[src/rtl/song_sequencer.sv]
// song_sequencer: stores up to DEPTH {freq,dur} notes and plays them in order rep_count times.
// Optional `SONG_GAP_EN adds a one-tick silent GAP state after every played note.
module song_sequencer #(
  parameter int DEPTH  = 16,
  parameter int FREQ_W = 10,
  parameter int DUR_W  = 10,
  parameter int REP_W  = 8,
  parameter int TICK_W = 32,
  localparam int AW    = $clog2(DEPTH)
) (
  input  logic              clk,
  input  logic              reset,
  input  logic              wr_en,
  input  logic [AW-1:0]     wr_addr,
  input  logic [FREQ_W-1:0] wr_freq,
  input  logic [DUR_W-1:0]  wr_dur,
  input  logic [AW:0]       song_len,
  input  logic [REP_W-1:0]  rep_count,
  input  logic [TICK_W-1:0] tick_div,
  input  logic              start,
  input  logic              stop,
  output logic [FREQ_W-1:0] freq_out,
  output logic              tone_en,
  output logic              makingMusic,
  output logic [AW-1:0]     note_idx,
  output logic              done
);
  typedef enum logic [2:0] {IDLE, LOAD, PLAY, GAP, DONE} state_t;

  state_t                  state;
  logic [FREQ_W+DUR_W-1:0] mem [DEPTH];
  logic [AW:0]             len_l;
  logic [REP_W-1:0]        rep_l;
  logic [TICK_W-1:0]       div_l, tick;
  logic [DUR_W-1:0]        dur_rem;
  logic [REP_W:0]          pass, pass_nxt, adv_pass;
  logic [AW-1:0]           adv_idx;
  logic [FREQ_W-1:0]       rd_freq;
  logic [DUR_W-1:0]        rd_dur;
  logic                    last, fin, tick_wrap;

  always_ff @(posedge clk)
    if (wr_en) mem[wr_addr] <= {wr_freq, wr_dur};

  // Read word is captured into freq_out/dur_rem at the end of LOAD.
  assign {rd_freq, rd_dur} = mem[note_idx];

  always_comb begin
    last      = ({1'b0, note_idx} == len_l - 1'b1);
    pass_nxt  = pass + 1'b1;
    fin       = last && (pass_nxt == {1'b0, rep_l});
    adv_idx   = last ? '0 : note_idx + 1'b1;
    adv_pass  = last ? pass_nxt : pass;
    tick_wrap = (tick == div_l - 1'b1);
  end

  always_ff @(posedge clk) begin
    if (reset) begin
      state       <= IDLE;
      freq_out    <= '0;
      tone_en     <= 1'b0;
      makingMusic <= 1'b0;
      note_idx    <= '0;
      done        <= 1'b0;
      len_l       <= '0;
      rep_l       <= '0;
      div_l       <= '0;
      tick        <= '0;
      dur_rem     <= '0;
      pass        <= '0;
    end else if (stop) begin
      state       <= IDLE;
      freq_out    <= '0;
      tone_en     <= 1'b0;
      makingMusic <= 1'b0;
      note_idx    <= '0;
      done        <= 1'b0;
    end else begin
      done <= 1'b0;
      case (state)
        IDLE: begin
          // makingMusic drops one cycle after returning here, after the done pulse
          makingMusic <= 1'b0;
          if (start && song_len != '0) begin
            state       <= LOAD;
            makingMusic <= 1'b1;
            len_l       <= song_len;
            rep_l       <= (rep_count == '0) ? REP_W'(1) : rep_count;
            div_l       <= (tick_div == '0) ? TICK_W'(1) : tick_div;
            note_idx    <= '0;
            pass        <= '0;
          end
        end
        LOAD: begin
          if (rd_dur == '0) begin
            note_idx <= adv_idx;
            pass     <= adv_pass;
            if (fin) begin
              state    <= DONE;
              tone_en  <= 1'b0;
              freq_out <= '0;
            end else state <= LOAD;
          end else begin
            freq_out <= rd_freq;
            tone_en  <= (rd_freq != '0);
            dur_rem  <= rd_dur;
            tick     <= '0;
            state    <= PLAY;
          end
        end
        PLAY: begin
          if (tick_wrap) begin
            tick <= '0;
            if (dur_rem == DUR_W'(1)) begin
`ifdef SONG_GAP_EN
              state   <= GAP;
              tone_en <= 1'b0;
`else
              note_idx <= adv_idx;
              pass     <= adv_pass;
              if (fin) begin
                state    <= DONE;
                tone_en  <= 1'b0;
                freq_out <= '0;
              end else state <= LOAD;
`endif
            end else dur_rem <= dur_rem - 1'b1;
          end else tick <= tick + 1'b1;
        end
`ifdef SONG_GAP_EN
        GAP: begin
          if (tick_wrap) begin
            tick     <= '0;
            note_idx <= adv_idx;
            pass     <= adv_pass;
            if (fin) begin
              state    <= DONE;
              freq_out <= '0;
            end else begin
              // LOAD bubble shows the previous note again, as without gaps
              state   <= LOAD;
              tone_en <= (freq_out != '0);
            end
          end else tick <= tick + 1'b1;
        end
`endif
        DONE: begin
          done    <= 1'b1;
          tone_en <= 1'b0;
          state   <= IDLE;
        end
        default: state <= IDLE;
      endcase
    end
  end
endmodule

[config.mk]
export PLATFORM = sky130hd
export DESIGN_NAME = song_sequencer
export DESIGN_NICKNAME = d
export VERILOG_FILES = /design/src/rtl/song_sequencer.sv
export SDC_FILE = /design/constraint.sdc
export NUM_CORES = 1
export LEC_CHECK = 0
export ABC_CLOCK_PERIOD_IN_PS = 9500
export CORE_ASPECT_RATIO = 1.75
export CORE_MARGIN = 4
export CORE_UTILIZATION = 50
export CTS_CLUSTER_DIAMETER = 200
export DETAILED_ROUTE_END_ITERATION = 10
export PLACE_DENSITY = 0.77
export SETUP_SLACK_MARGIN = 0.5
export SLEW_MARGIN = 20
export SYNTH_ARGS = -nofsm -noshare
export SYNTH_HDL_FRONTEND = slang
export SYNTH_SLANG_ARGS = --single-unit
[constraint.sdc]
create_clock -name clk -period 9.5 [get_ports clk]
set_input_delay 1.9 -clock clk [delete_from_list [all_inputs] [get_ports clk]]
set_output_delay 1.9 -clock clk [all_outputs]
set_load 0.005 [all_outputs]
Word-level counts from Yosys, hierarchy flattened

Memories as Yosys holds them, arrays and structs flattened. A register that Yosys moved wholly into a read port is not among the register bits.
Index checks and enable logic that the tools add are counted.
Widths: inputs -> output; s select.

Word-level logic and storage cells: 96
ROM bits: 0
Latch bits: 0
Bits in writable memories: 320
Memories kept: 1
Output and inout bits: 17
Input bits: 74
Register bits: 116

Memory list:

| name | depth | bits a word | read ports | clocked after memory_dff | wr ports | line | source |
|---|---|---|---|---|---|---|---|
| mem  | 16    | 20          | 1          | 1                        | 1        | 31   | `logic [FREQ_W+DUR_W-1:0] mem [DEPTH];` |

Shifts and indexed selects: 0
Reductions and logical operators: 20
Add/subtract/negate cells: 6
$lt $le $gt $ge: 0
Equality and inequality tests: 13
$mul: 0
Divide/modulo/power cells: 0
Muxes and demuxes: 43
Bitwise logic cells: 1

Operators by type and width:

| kind                  | count |
|---|---|
| $mux 32               | 3 |
| $mux 10               | 7 |
| $pmux 32 s2           | 1 |
| $mux 9                | 5 |
| $pmux 10 s2           | 2 |
| $add 32x1->32 const B | 1 |
| $eq 32x32->1          | 1 |
| $logic_not 32->1      | 1 |
| $sub 32x1->32 const B | 1 |
| $mux 4                | 7 |
| $pmux 9 s3            | 1 |
| $mux 3                | 5 |
| $reduce_and 3->1      | 5 |
| $ne 2x2->1 const B    | 6 |
| $pmux 4 s3            | 1 |
| $eq 10x1->1 const B   | 1 |
| $logic_not 10->1      | 1 |
| $reduce_and 5->1      | 2 |
| $reduce_bool 10->1    | 1 |
| $sub 10x1->10 const B | 1 |
| $add 9x1->9 const B   | 1 |
| $eq 9x8->1            | 1 |
| $pmux 3 s3            | 1 |
| $logic_not 8->1       | 1 |
| 17 further kinds      | 26 |

Logic depth before layout (Yosys ltp)

Depth after elaboration: 8
Depth in mapped cells: 15
Mapped depth without buffers: 12

Least setup slack after synthesis

Ideal clock, no wire load.

Path kind: input to register
Start: input port wr_addr[2]
End: memory mem[0][0] (netlist bit), enable pin
Required time: 9,078 ps
Data arrival time: 3,814 ps
Buffers on the path: 0
Stages: 2
Path slack: 5,264 ps
Cells stage by stage: or3b_2 -> nor3_1

RTL lines:

| item               | line | source |
|---|---|---|
| start: declaration | 14   | `input logic [AW-1:0] wr_addr,` |
| end: declaration   | 31   |  |

No word-level cell before the write port.

==> flow_metrics.tcl <==
set metrics [dict create \
    status "finished, final reports clean" \
    cp.depth 11 \
    cpMaxStageDelayCell "dfxtp_4" \
    netlist_instances 1360 \
    use_met3 0.0289 \
    hp-start "rep_l[4]" \
    path_clk_slew_ns 0.07 \
    antenna_left 0 \
    ctsHtreeMaxLevel 2 \
    drt_iter0_markers 863 \
    io_pins 91 \
    path_class "reg2reg" \
    core-area_mm2 0.0375 \
    yosys_warnings 0 \
    grt_pass1_wl_um 68800 \
    n_antenna_cell 0 \
    yosys_most_used_dff "edfxtp_1" \
    skew_ns 0.0235 \
    start_util 0.506 \
    synth_nets 1441 \
    hold_depth 2 \
    p_total_mw 4.07 \
    drc 0 \
    max-vdd-ir-drop_v 0.000162 \
    area_delta_synth_final_pct 15.1 \
    cts_tree "done" \
    final_nets 1536 \
    worst_slew_pin_slew_ns 0.998 \
    crit_required_ns 9.96 \
    met2_usage 0.399 \
    fillCellCount 2796 \
    period_share 0.508 \
    setup_slack_ns 4.67 \
    cts.path.max_buffers 3 \
    clkLatencyLatePin_ns 0.55 \
    arrival_ns 5.29 \
    dp_hpwl_um 28800 \
    hold_viol 0 \
    drv_slew 0 \
    crit_family "compound AO/OA/AOI/OAI gates" \
    met1_usage 0.247 \
    syn_avg_cell_area_um2 14.0 \
    comb_power_share 0.065 \
    min_period_ns 4.83 \
    start_kind "flop" \
    drive_gt1_frac 0.147 \
    vias 11971 \
    critPathMaxFanout 46 \
    rrSetupSlack_ns 4.67 \
    p_sw_frac 0.220 \
    cts_root_buf "clkbuf_16" \
    cp_cell_sequence "buf_4 > mux4_2 > a22oi_1 > and3_1 > nand4_1 > nor4_4 > o22ai_1 > buf_4 > o21ai_1 > o21ai_0 > a21oi_1" \
    antenna_found_initial 1 \
    holdWs_ns 0.474 \
    path_buf_inv 2 \
    cpMostUsedCell "buf_4" \
    endpoint_kind "flop" \
    maxCapViolations 0 \
    p_switching_mw 0.894 \
    drt_wl_total_um 44500 \
    ys_types 76 \
    critical-path-max-stage-delay_ns 0.90 \
    async_flop_share 0 \
    grt_overflow 0 \
    clkPwrFrac 0.413 \
    die_y_um 266 \
    placed_cells 1893 \
    pwr-share-seq 0.522 \
    cts_resized 0 \
    die_area_mm2 0.0413 \
    port_buffers 90 \
    rows 94 \
    grt_max_degree 66 \
    numCtsBuffers 40 \
    ys_ff_latch 440 \
    relSlewSlack 0.330 \
    p_int_mw 3.17 \
    wl_per_cell_um 22.7 \
    power_density_mw_per_mm2 186 \
    cts_hold_buf 0 \
    r2r_end "dur_rem[7]" \
    clock-sinks 440 \
    first_global_vias 12260 \
    track_usage 0.214 \
    routed_via_density 6.09 \
    rsz0062_at_grt "false" \
    post-place-ws_ns 4.48 \
    min_to "rep_l[4]" \
    tns_ns 0 \
    die_x_um 155 \
    busiest_layer "met2" \
    gp_congestion 0.906 \
    yosysSeqAreaShare 0.632 \
    setup-violations-final 0 \
    fmax_ghz 0.207 \
    postCtsSetupRepairBufs 0 \
    min_path_type "reg2reg" \
    p_leak_nw 7.00 \
    synth_edf_count 320 \
    dr.pass1.iters 5 \
    syn-cell-area_mm2 0.0190 \
    instances_no_fill 1965 \
    reg2reg_depth 11 \
]
[power groups by stage]
stage          Sequential, mW  Clock (mW)  Combinational [mW]
6_report                 2.12        1.68               0.265
2_1_floorplan            2.15           0               0.164
5_1_grt                  2.13        1.78               0.287
3_5_place_dp             2.16           0               0.263
4_1_cts                  2.12        1.70               0.265
3_3_place_gp             2.16           0               0.256
[flip-flops by register name (all words and copies together) (netlist names), named ones only]
name,cells
len_l,5
mem,320
note_idx,4
div_l,32
tick,32
freq_out,10
done,1
rep_l,8
state,3
tone_en,1
makingMusic,1
dur_rem,10
pass,9
[logic make-up after synthesis]
logic type,share of synthesized area
buffers and inverters,0.0198
DFF,0.632
AOI/OAI and AO/OA,0.0721
and+or+nand+nor,0.120
muxes,0.110
xor gates and xnor gates,0.0401
adders and majority gates,0.00514
[final cells by class]
type	instances	area (µm²)	area share
inverter	28	105	0.00481
multi-input combinational	828	6670	0.305
tap	480	601	0.0275
timing repair buffer	117	1100	0.0502
clock inverter	26	335	0.0153
clock buffer	46	1040	0.0478
sequential	440	12000	0.550
[worst min-delay path, stage by stage (launching register included)]
cell,delay (ns)
dfxtp_1,0.32
nand2_1,0.05
a21oi_1,0.05
[layout by cell type (no fill, tap or decap), types with 30 or more instances in the layout]
master	synthesis	layout
edfxtp_1	320	320
dfxtp_1	120	117
nor2_1	128	116
clkdlybuf4s50_1	0	89
mux4_2	84	84
nand2_1	65	64
xnor2_1	50	50
a21oi_1	41	41
clkbuf_16	0	41
a22oi_1	40	40
xor2_1	37	37
nand3_1	35	35
nor4_1	30	30
o21ai_0	30	30
[worst max path at each step]
| stage | endpoint | from | slack [ns] |
|---|---|---|---|
| detailed placement | tick[26] | flop | 4.48 |
| CTS | tick[2] | flop | 4.43 |
| global route | dur_rem[4] | flop | 4.11 |
| floorplan | mem[0][0] | wr_addr[2] | 5.26 |
| global placement | tick[30] | flop | 4.54 |
| finish | dur_rem[7] | flop | 4.67 |
[metrics by stage]
step	util	area [µm²]
6_report	0.583	21900
2_1_floorplan	-	19000
5_1_grt	0.583	21900
4_1_cts	0.583	21900
3_5_place_dp	0.546	20500
3_3_place_gp	0.546	20500
[synth_stat cells (all sizes together) (4+ instances only)]
cell type,number,share of area
a32o,5,0.0026
nand4,26,0.0086
or4,8,0.0036
xnor2,50,0.023
mux2i,17,0.0090
nand2b,21,0.0069
and4,4,0.0018
nor2,128,0.025
nor3,31,0.0084
nor2b,10,0.0033
dfxtp,120,0.13
nor4b,4,0.0018
a31oi,4,0.0013
and3,16,0.0053
or3,11,0.0039
mux4,84,0.10
ha,7,0.0046
inv,28,0.0055
xor2,37,0.017
o211ai,5,0.0022
o21ai,34,0.0090
nor3b,8,0.0032
nand2,66,0.013
o2bb2ai,5,0.0023
a21o,9,0.0036
nand3b,4,0.0016
and2,13,0.0043
nand4b,5,0.0023
clkbuf,40,0.0079
a22oi,40,0.016
edfxtp,320,0.51
or2,5,0.0016
a21oi,41,0.011
a221oi,7,0.0032
nand3,35,0.0092
a211oi,4,0.0016
a22o,10,0.0046
nor4,34,0.013
buf,24,0.0063
[layer usage]
layer	routed length (µm)	vias to the layer above
met3	2410	113
met5	0	-
met2	24300	430
li1	-	5472
met4	1690	0
met1	16100	5956
(Power assumes the default switching activity.)
